--- config.mk ---
export PLATFORM = sky130hd
export DESIGN_NAME = mux_rr_arbiter_flat
export DESIGN_NICKNAME = d
export VERILOG_FILES = /design/src/rtl/mux_rr_arbiter_if.sv /design/src/rtl/mux_rr_arbiter.sv /design/src/flat_wrapper.sv
export SDC_FILE = /design/constraint.sdc
export NUM_CORES = 1
export LEC_CHECK = 0
export CORE_MARGIN = 1
export CORE_UTILIZATION = 35
export CTS_CLUSTER_DIAMETER = 100
export DETAILED_ROUTE_END_ITERATION = 10
export PLACE_DENSITY_LB_ADDON = 0.25
export SETUP_SLACK_MARGIN = 0.3
export SKIP_LAST_GASP = 1
export SYNTH_ARGS = -nofsm -noshare
export SYNTH_HDL_FRONTEND = slang
export SYNTH_SLANG_ARGS = --single-unit
--- constraint.sdc ---
create_clock -name clk -period 2.28 [get_ports clk]
set_clock_uncertainty 0.15 [all_clocks]
set_input_delay 0.456 -clock clk [delete_from_list [all_inputs] [get_ports clk]]
set_output_delay 0.456 -clock clk [all_outputs]
set_load 0.02 [all_outputs]
--- src/rtl/mux_rr_arbiter_if.sv ---
// mux_rr_arbiter_if: requester/mux bundle (req0/req1, D0/D1 in; gnt0/gnt1, S, Yb, busy out)
interface mux_rr_arbiter_if;
  logic req0;
  logic req1;
  logic D0;
  logic D1;
  logic gnt0;
  logic gnt1;
  logic S;
  logic Yb;
  logic busy;
  modport master (output req0, req1, D0, D1, input gnt0, gnt1, S, Yb, busy);
  modport slave (input req0, req1, D0, D1, output gnt0, gnt1, S, Yb, busy);
endinterface

--- src/rtl/mux_rr_arbiter.sv ---
// mux_rr_arbiter: two-way round-robin owner of a 2:1 inverting mux select (clk, reset, bus: req/D in, gnt/S/Yb/busy out)
module mux_rr_arbiter #(
  parameter int MAX_HOLD = 4,
  parameter int CW = 4
) (
  input logic clk,
  input logic reset,
  mux_rr_arbiter_if.slave bus
);
  localparam logic [1:0] IDLE = 2'd0;
  localparam logic [1:0] G0 = 2'd1;
  localparam logic [1:0] G1 = 2'd2;
  localparam logic [CW-1:0] LIMIT = CW'(MAX_HOLD - 1);
  logic [1:0] state, next;
  logic [CW-1:0] cnt;
  logic last, s_q, both;
  assign both = bus.req0 & bus.req1;
  always_comb begin
    next = state;
    if (state == IDLE)
      next = both ? (last ? G0 : G1) : bus.req0 ? G0 : bus.req1 ? G1 : IDLE;
    else if (state == G0)
      next = !bus.req0 ? (bus.req1 ? G1 : IDLE) : (bus.req1 && cnt == LIMIT) ? G1 : G0;
    else if (state == G1)
      next = !bus.req1 ? (bus.req0 ? G0 : IDLE) : (bus.req0 && cnt == LIMIT) ? G0 : G1;
    else
      next = IDLE;
  end
  always_ff @(posedge clk) begin
    if (reset) begin
      state <= IDLE;
      s_q <= 1'b0;
      cnt <= '0;
      last <= 1'b1;
    end else begin
      state <= next;
      cnt <= (next != state || !both) ? '0 : cnt + 1'b1;
      if (next != state && next == G0) last <= 1'b0;
      if (next != state && next == G1) last <= 1'b1;
      s_q <= (next == G0) ? 1'b0 : (next == G1) ? 1'b1 : s_q;
    end
  end
  assign bus.gnt0 = (state == G0);
  assign bus.gnt1 = (state == G1);
  assign bus.busy = bus.gnt0 | bus.gnt1;
  assign bus.S = s_q;
  assign bus.Yb = ~(s_q ? bus.D1 : bus.D0);
endmodule

--- src/flat_wrapper.sv ---
// flat-port wrapper written by rule: the top's interface ports become plain ports
module mux_rr_arbiter_flat 
#(
  parameter int MAX_HOLD = 4,
  parameter int CW = 4
)
  (clk, reset, bus_req0, bus_req1, bus_D0, bus_D1, bus_gnt0, bus_gnt1, bus_S, bus_Yb, bus_busy);
  mux_rr_arbiter_if bus_i ();
  input logic clk;
  input logic reset;
  input wire logic [$bits(bus_i.req0)-1:0] bus_req0;
  input wire logic [$bits(bus_i.req1)-1:0] bus_req1;
  input wire logic [$bits(bus_i.D0)-1:0] bus_D0;
  input wire logic [$bits(bus_i.D1)-1:0] bus_D1;
  output wire logic [$bits(bus_i.gnt0)-1:0] bus_gnt0;
  output wire logic [$bits(bus_i.gnt1)-1:0] bus_gnt1;
  output wire logic [$bits(bus_i.S)-1:0] bus_S;
  output wire logic [$bits(bus_i.Yb)-1:0] bus_Yb;
  output wire logic [$bits(bus_i.busy)-1:0] bus_busy;
  assign bus_i.req0 = bus_req0;
  assign bus_i.req1 = bus_req1;
  assign bus_i.D0 = bus_D0;
  assign bus_i.D1 = bus_D1;
  assign bus_gnt0 = bus_i.gnt0;
  assign bus_gnt1 = bus_i.gnt1;
  assign bus_S = bus_i.S;
  assign bus_Yb = bus_i.Yb;
  assign bus_busy = bus_i.busy;
  mux_rr_arbiter #(.MAX_HOLD(MAX_HOLD), .CW(CW)) u_core (.clk(clk), .reset(reset), .bus(bus_i));
endmodule
# Word-level counts from Yosys, hierarchy flattened
# Cells that the tools add are included.
[op_classes] n_eq_ne=6 n_mux=13 n_bitwise=3 reduce_logical=10 div=0 n_shift=0 n_lt_le_gt_ge=0 add_sub_neg=1 n_mul=0
[op_table] op="$mux 2" n=11
[op_table] op="$reduce_or 2->1" n=3
[op_table] op="$add 4x1->4 const B" n=1
[op_table] op="$eq 2x1->1 const B" n=2
[op_table] op="$eq 2x2->1 const B" n=2
[op_table] op="$eq 4x2->1 const B" n=1
[op_table] op="$logic_and 1x1->1" n=4
[op_table] op="$logic_not 2->1" n=1
[op_table] op="$mux 1" n=2
[op_table] op="$ne 2x2->1" n=1
[op_table] op="$and 1x1->1" n=1
[op_table] op="$logic_not 1->1" n=1
[op_table] op="$logic_or 1x1->1" n=1
[op_table] op="$not 1->1" n=1
[op_table] op="$or 1x1->1" n=1
[totals] out_inout_bits=5 romBits=0 ff_bits=8 latch_bits=0 ram_bits=0 elab_cells=37 memories=0 inputBits=6

# Logic depth before layout (Yosys ltp)
[depth] ltp_word=10 depth_mapped=7 ltp_nobuf=7

# Worst setup path before layout
# OpenSTA, ideal clock, no wires.
[synth_timing] path_kind="register -> register" from="register u_core.state[1]" to="register u_core.cnt[3]" arrival_ps=1895 setup_time_ps=73 path_stages_with_launch=8 path_slack_ps=161 path_buffers=0 cell_sequence="dfxtp_1 -> inv_1 -> ha_1 -> nor3_1 -> a31oi_1 -> and2_2 -> a2111o_1 -> nor3_2"
[synth_via] elab_cells_between_ends=9 classes_between="3 x eq/ne; 3 x mux; 3 x reduce/logical"
[synth_rtl] item="start: declaration" line="mux_rr_arbiter.sv:14" source="logic [1:0] state, next;"
[synth_rtl] item="start signal: assignment" line="mux_rr_arbiter.sv:36" source="state <= next;"
[synth_rtl] item="$eq 2x1->1"
[synth_rtl] item="via bus_gnt0" line="flat_wrapper.sv:15" source="output wire logic [$bits(bus_i.gnt0)-1:0] bus_gnt0;"
[synth_rtl] item="$mux 2" line="mux_rr_arbiter.sv:22" source="else if (state == G0)"
[synth_rtl] item="$mux 2" line="mux_rr_arbiter.sv:20" source="if (state == IDLE)"
[synth_rtl] item="$ne 2x2->1" line="mux_rr_arbiter.sv:37" source="cnt <= (next != state || !both) ? '0 : cnt + 1'b1;"
[synth_rtl] item="$logic_or 1x1->1" line="mux_rr_arbiter.sv:37"
[synth_rtl] item="$reduce_or 2->1 (no source line)"
[synth_rtl] item="end signal: assignment" line="mux_rr_arbiter.sv:37"
[synth_rtl] item="end: declaration" line="mux_rr_arbiter.sv:15" source="logic [CW-1:0] cnt;"
# The timed path passes the listed nets, and every way through them passes these cells.
# A chain may end at the register's enable or synchronous reset.

# Worst setup path in the final report
[layout_timing] from="register u_core.state[1]" to="register u_core.cnt[0]"
[layout_via] elab_chain_cells=7 elab_cells_between_ends=9 classes_between="3 x eq/ne; 3 x mux; 3 x reduce/logical"
[layout_lines] item="$eq 2x2->1" line="mux_rr_arbiter.sv:24" source="else if (state == G1)"
[layout_lines] item="$mux 2" line="mux_rr_arbiter.sv:24"
[layout_lines] item="$mux 2" line="mux_rr_arbiter.sv:22"
[layout_lines] item="$mux 2" line="mux_rr_arbiter.sv:20"
[layout_lines] item="$ne 2x2->1 (*)" line="mux_rr_arbiter.sv:37"
[layout_lines] item="$logic_or 1x1->1 (*)" line="mux_rr_arbiter.sv:37"
[layout_lines] item="$reduce_or 2->1 (no source line) (*)"
# Every way passes the cells marked *; elsewhere a longest branch is shown, timed or not.

==> flow_metrics.py <==
metrics = {
    "placed_design": {
        "hpwl_um": 821.3,
        "dp_slack_ps": -17.29,
        "port-buffer-count": 10,
        "routabilityCongestion": 0.7767,
    },
    "timing": {
        "timing.fmax_mhz": 491.7,
        "hold_viol_final": 0,
        "slew_headroom": 0.7222,
        "timing.final.max_slew_violations": 0,
        "setup_tns_ps": 0,
        "holdWs_ps": 304.1,
        "period_minus_slack_ps": 2034,
        "setup_ws_ps": 246.1,
        "rsz0062_at_grt": "true",
        "tightest_slew_ps": 413.2,
        "min_period_over_period": 0.8921,
        "setup_violations": 0,
    },
    "power_and_ir_drop": {
        "total_power_mw": 0.5118,
        "vdd_drop_max_mv": 0.2785,
        "power_density_nw_per_um2": 629.3,
        "leakage_nw": 0.3091,
    },
    "cts": {
        "cts_sinks": 8,
        "cts_hold_buf": 0,
        "cts_made_buffers": 3,
        "clockBufferDepth": 2,
        "cts-root-buf": "clkbuf_4",
        "path_clk_slew_ps": 60,
        "cts_tree": "done",
        "htree_num_levels": 1,
        "clk-insertion-delay-late_ps": 260,
    },
    "critical_path": {
        "path_max_fanout": 7,
        "critPathCaptureType": "flip-flop",
        "rrSetupSlack_ps": 250,
        "r2r-start": "u_core.state[1]",
        "critPathLaunchType": "flip-flop",
        "worstRegToRegCells": 7,
        "worstSetupStartpoint": "u_core.state[1]",
        "criticalPathCategory": "flip-flop to flip-flop",
        "worst-endpoint-required_ps": 2310,
        "r2r-end": "u_core.cnt[0]",
        "crit_arrival_ps": 2060,
    },
    "die": {
        "core_sq_um": 1285,
        "initial_core_util": 0.3759,
        "die_h_um": 39.15,
        "io_pins": 11,
        "placement_rows": 13,
        "die-width_um": 39.15,
        "dieArea_sq_um": 1532,
    },
    "drt": {
        "viasPerCell": 5.462,
        "routed_wl_mm": 1.357,
        "drt_iter0_markers": 14,
        "drtAntennaViolNets": 0,
        "vias": 508,
        "route.detailed.drc": 0,
        "wire_per_inst_um": 14.59,
        "firstDrtPassIters": 4,
    },
    "layout": {
        "diodes": 0,
        "seq_area_sq_um": 172.7,
        "area_growth_pct": 68.39,
        "multi_input_area_sq_um": 400.4,
        "drive_above_1_share": 0.4359,
        "utilization": 0.6329,
        "fin_nets": 90,
        "fillers": 100,
    },
    "hold_path": {
        "holdPathEnd": "u_core.cnt[0]",
        "holdPathStages": 1,
        "hold_path.class": "flip-flop to flip-flop",
        "hold_start": "u_core.cnt[0]",
    },
    "synth": {
        "ys_ff_latch": 8,
        "synth_area_sq_um": 483.0,
        "yosysWarnings": 0,
        "synth.avg_cell_area_sq_um": 8.781,
        "netlist_instances": 55,
        "syn-num-nets": 65,
        "ys_seq_area_frac": 0.3316,
        "yosysUniqueCellTypes": 26,
    },
    "global_routing": {
        "grt_max_degree": 10,
        "antenna_found_initial": 0,
        "gr-total-overflow": 0,
        "track_usage": 0.1993,
        "grt_pass1_wl_mm": 1.987,
        "grt_pass1_vias": 450,
    },
    "status": {
        "status": "finished, final reports clean",
    },
    "flow_run": {
        "maxCapViolations": 0,
    },
}
[registers in the layout (all words and copies together), names as in the netlist]
| register | count |
|---|---|
| u_core.state | 2 |
| u_core.last | 1 |
| u_core.cnt | 4 |
| u_core.bus.S | 1 |
[critical path, stage by stage, from the launching register on]
cell	delay [ps]
dfxtp_4	390
inv_6	50
ha_4	180
nor3_4	230
a31oi_2	90
and2_2	230
a2111o_1	450
nor3_2	170
[cell usage after synthesis]
library cell / instances / area (sq um)
nor3_1: 7 / 35.03
nor3_2: 1 / 10.01
nand3_1: 2 / 10.01
mux2i_2: 1 / 13.76
nand2_1: 3 / 11.26
nor2b_1: 1 / 6.260
clkbuf_1: 1 / 3.750
xnor2_1: 2 / 17.52
mux2i_1: 1 / 10.01
nor2_1: 3 / 11.26
xor2_1: 1 / 8.760
and2_2: 1 / 7.510
a21boi_0: 1 / 7.510
o31ai_1: 2 / 15.01
o311a_1: 1 / 10.01
nor3b_1: 1 / 7.510
ha_1: 4 / 50.05
o41ai_1: 1 / 8.760
inv_1: 4 / 15.01
and3b_1: 1 / 8.760
o21ai_0: 2 / 10.01
a31oi_1: 1 / 6.260
dfxtp_1: 8 / 160.2
a2111o_1: 1 / 11.26
a21oi_1: 3 / 15.01
nor3b_2: 1 / 12.51
[logic make-up (layout without fill, tap and decap cells)]
group / Yosys count / count (layout) / synth area share
AOI/OAI and AO/OA: 12 / 12 / 0.1736
xor gates and xnor gates: 3 / 3 / 0.05441
adders and majority gates: 4 / 4 / 0.1036
buffers and inverters: 5 / 28 / 0.03884
DFF: 8 / 8 / 0.3316
muxes: 2 / 2 / 0.04922
and+or+nand+nor: 21 / 21 / 0.2487
[metrics by stage]
stage	instance area (sq um)	instances
5_1_grt	813.3	93
2_1_floorplan	506.7	55
3_5_place_dp	651.9	83
3_3_place_gp	651.9	83
6_report	813.3	93
4_1_cts	777.0	91
[cell usage in the layout (no fill, tap or decap), types with 2 or more instances in the layout]
master           synthesis  layout
buf_4                    0      11
clkdlybuf4s50_1          0       5
dlygate4sd2_1            0       5
nor3_2                   1       4
ha_4                     0       4
dfxtp_1                  8       4
nand2_1                  3       3
a21oi_1                  3       3
nor3_1                   7       3
nor2_1                   3       3
clkbuf_4                 0       3
dfxtp_4                  0       3
inv_1                    4       2
o31ai_1                  2       2
nand3_1                  2       2
[cell type report]
class,instances,area share
Clock buffer,3,0.02769
Inverter,4,0.02769
Multi-Input combinational cell,42,0.4923
Sequential cell,8,0.2123
Tap cell,15,0.02308
Timing Repair Buffer,21,0.2169
[power breakdown]
group | internal [mW] | leakage (nW) | switching, mW
Combinational | 0.114 | 0.227 | 0.112
Sequential | 0.153 | 0.0680 | 0.0202
Clock | 0.0605 | 0.0138 | 0.0516
Total | 0.327 | 0.309 | 0.184
[how the worst max path moves through the flow]
stage	end	slack, ps	depth (start not counted)
final	u_core.cnt[0]	250	7
after global routing	u_core.cnt[1]	140	6
after CTS	u_core.cnt[1]	300	7
after detailed placement	u_core.cnt[0]	-20	6
after global placement	u_core.cnt[0]	-4	6
after floorplan	u_core.cnt[3]	320	7
[routing by layer]
metal  part of all wire  global-route usage  up-vias
met5                  0                   0        -
met4              0.016              0.1034        0
met3              0.059             0.03468        2
met2               0.51              0.3250       19
met1               0.42              0.2457      239
li1                   -                   -      248
[what timing repair did]
| item | CTS | global route |
|---|---|---|
| resized for setup | 22 | 7 |
| endpoints found under the setup margin | 9 | 5 |
| pin swaps | 4 | 6 |
| setup buffers | 5 | 2 |
Power figures use the tool's default switching activity.
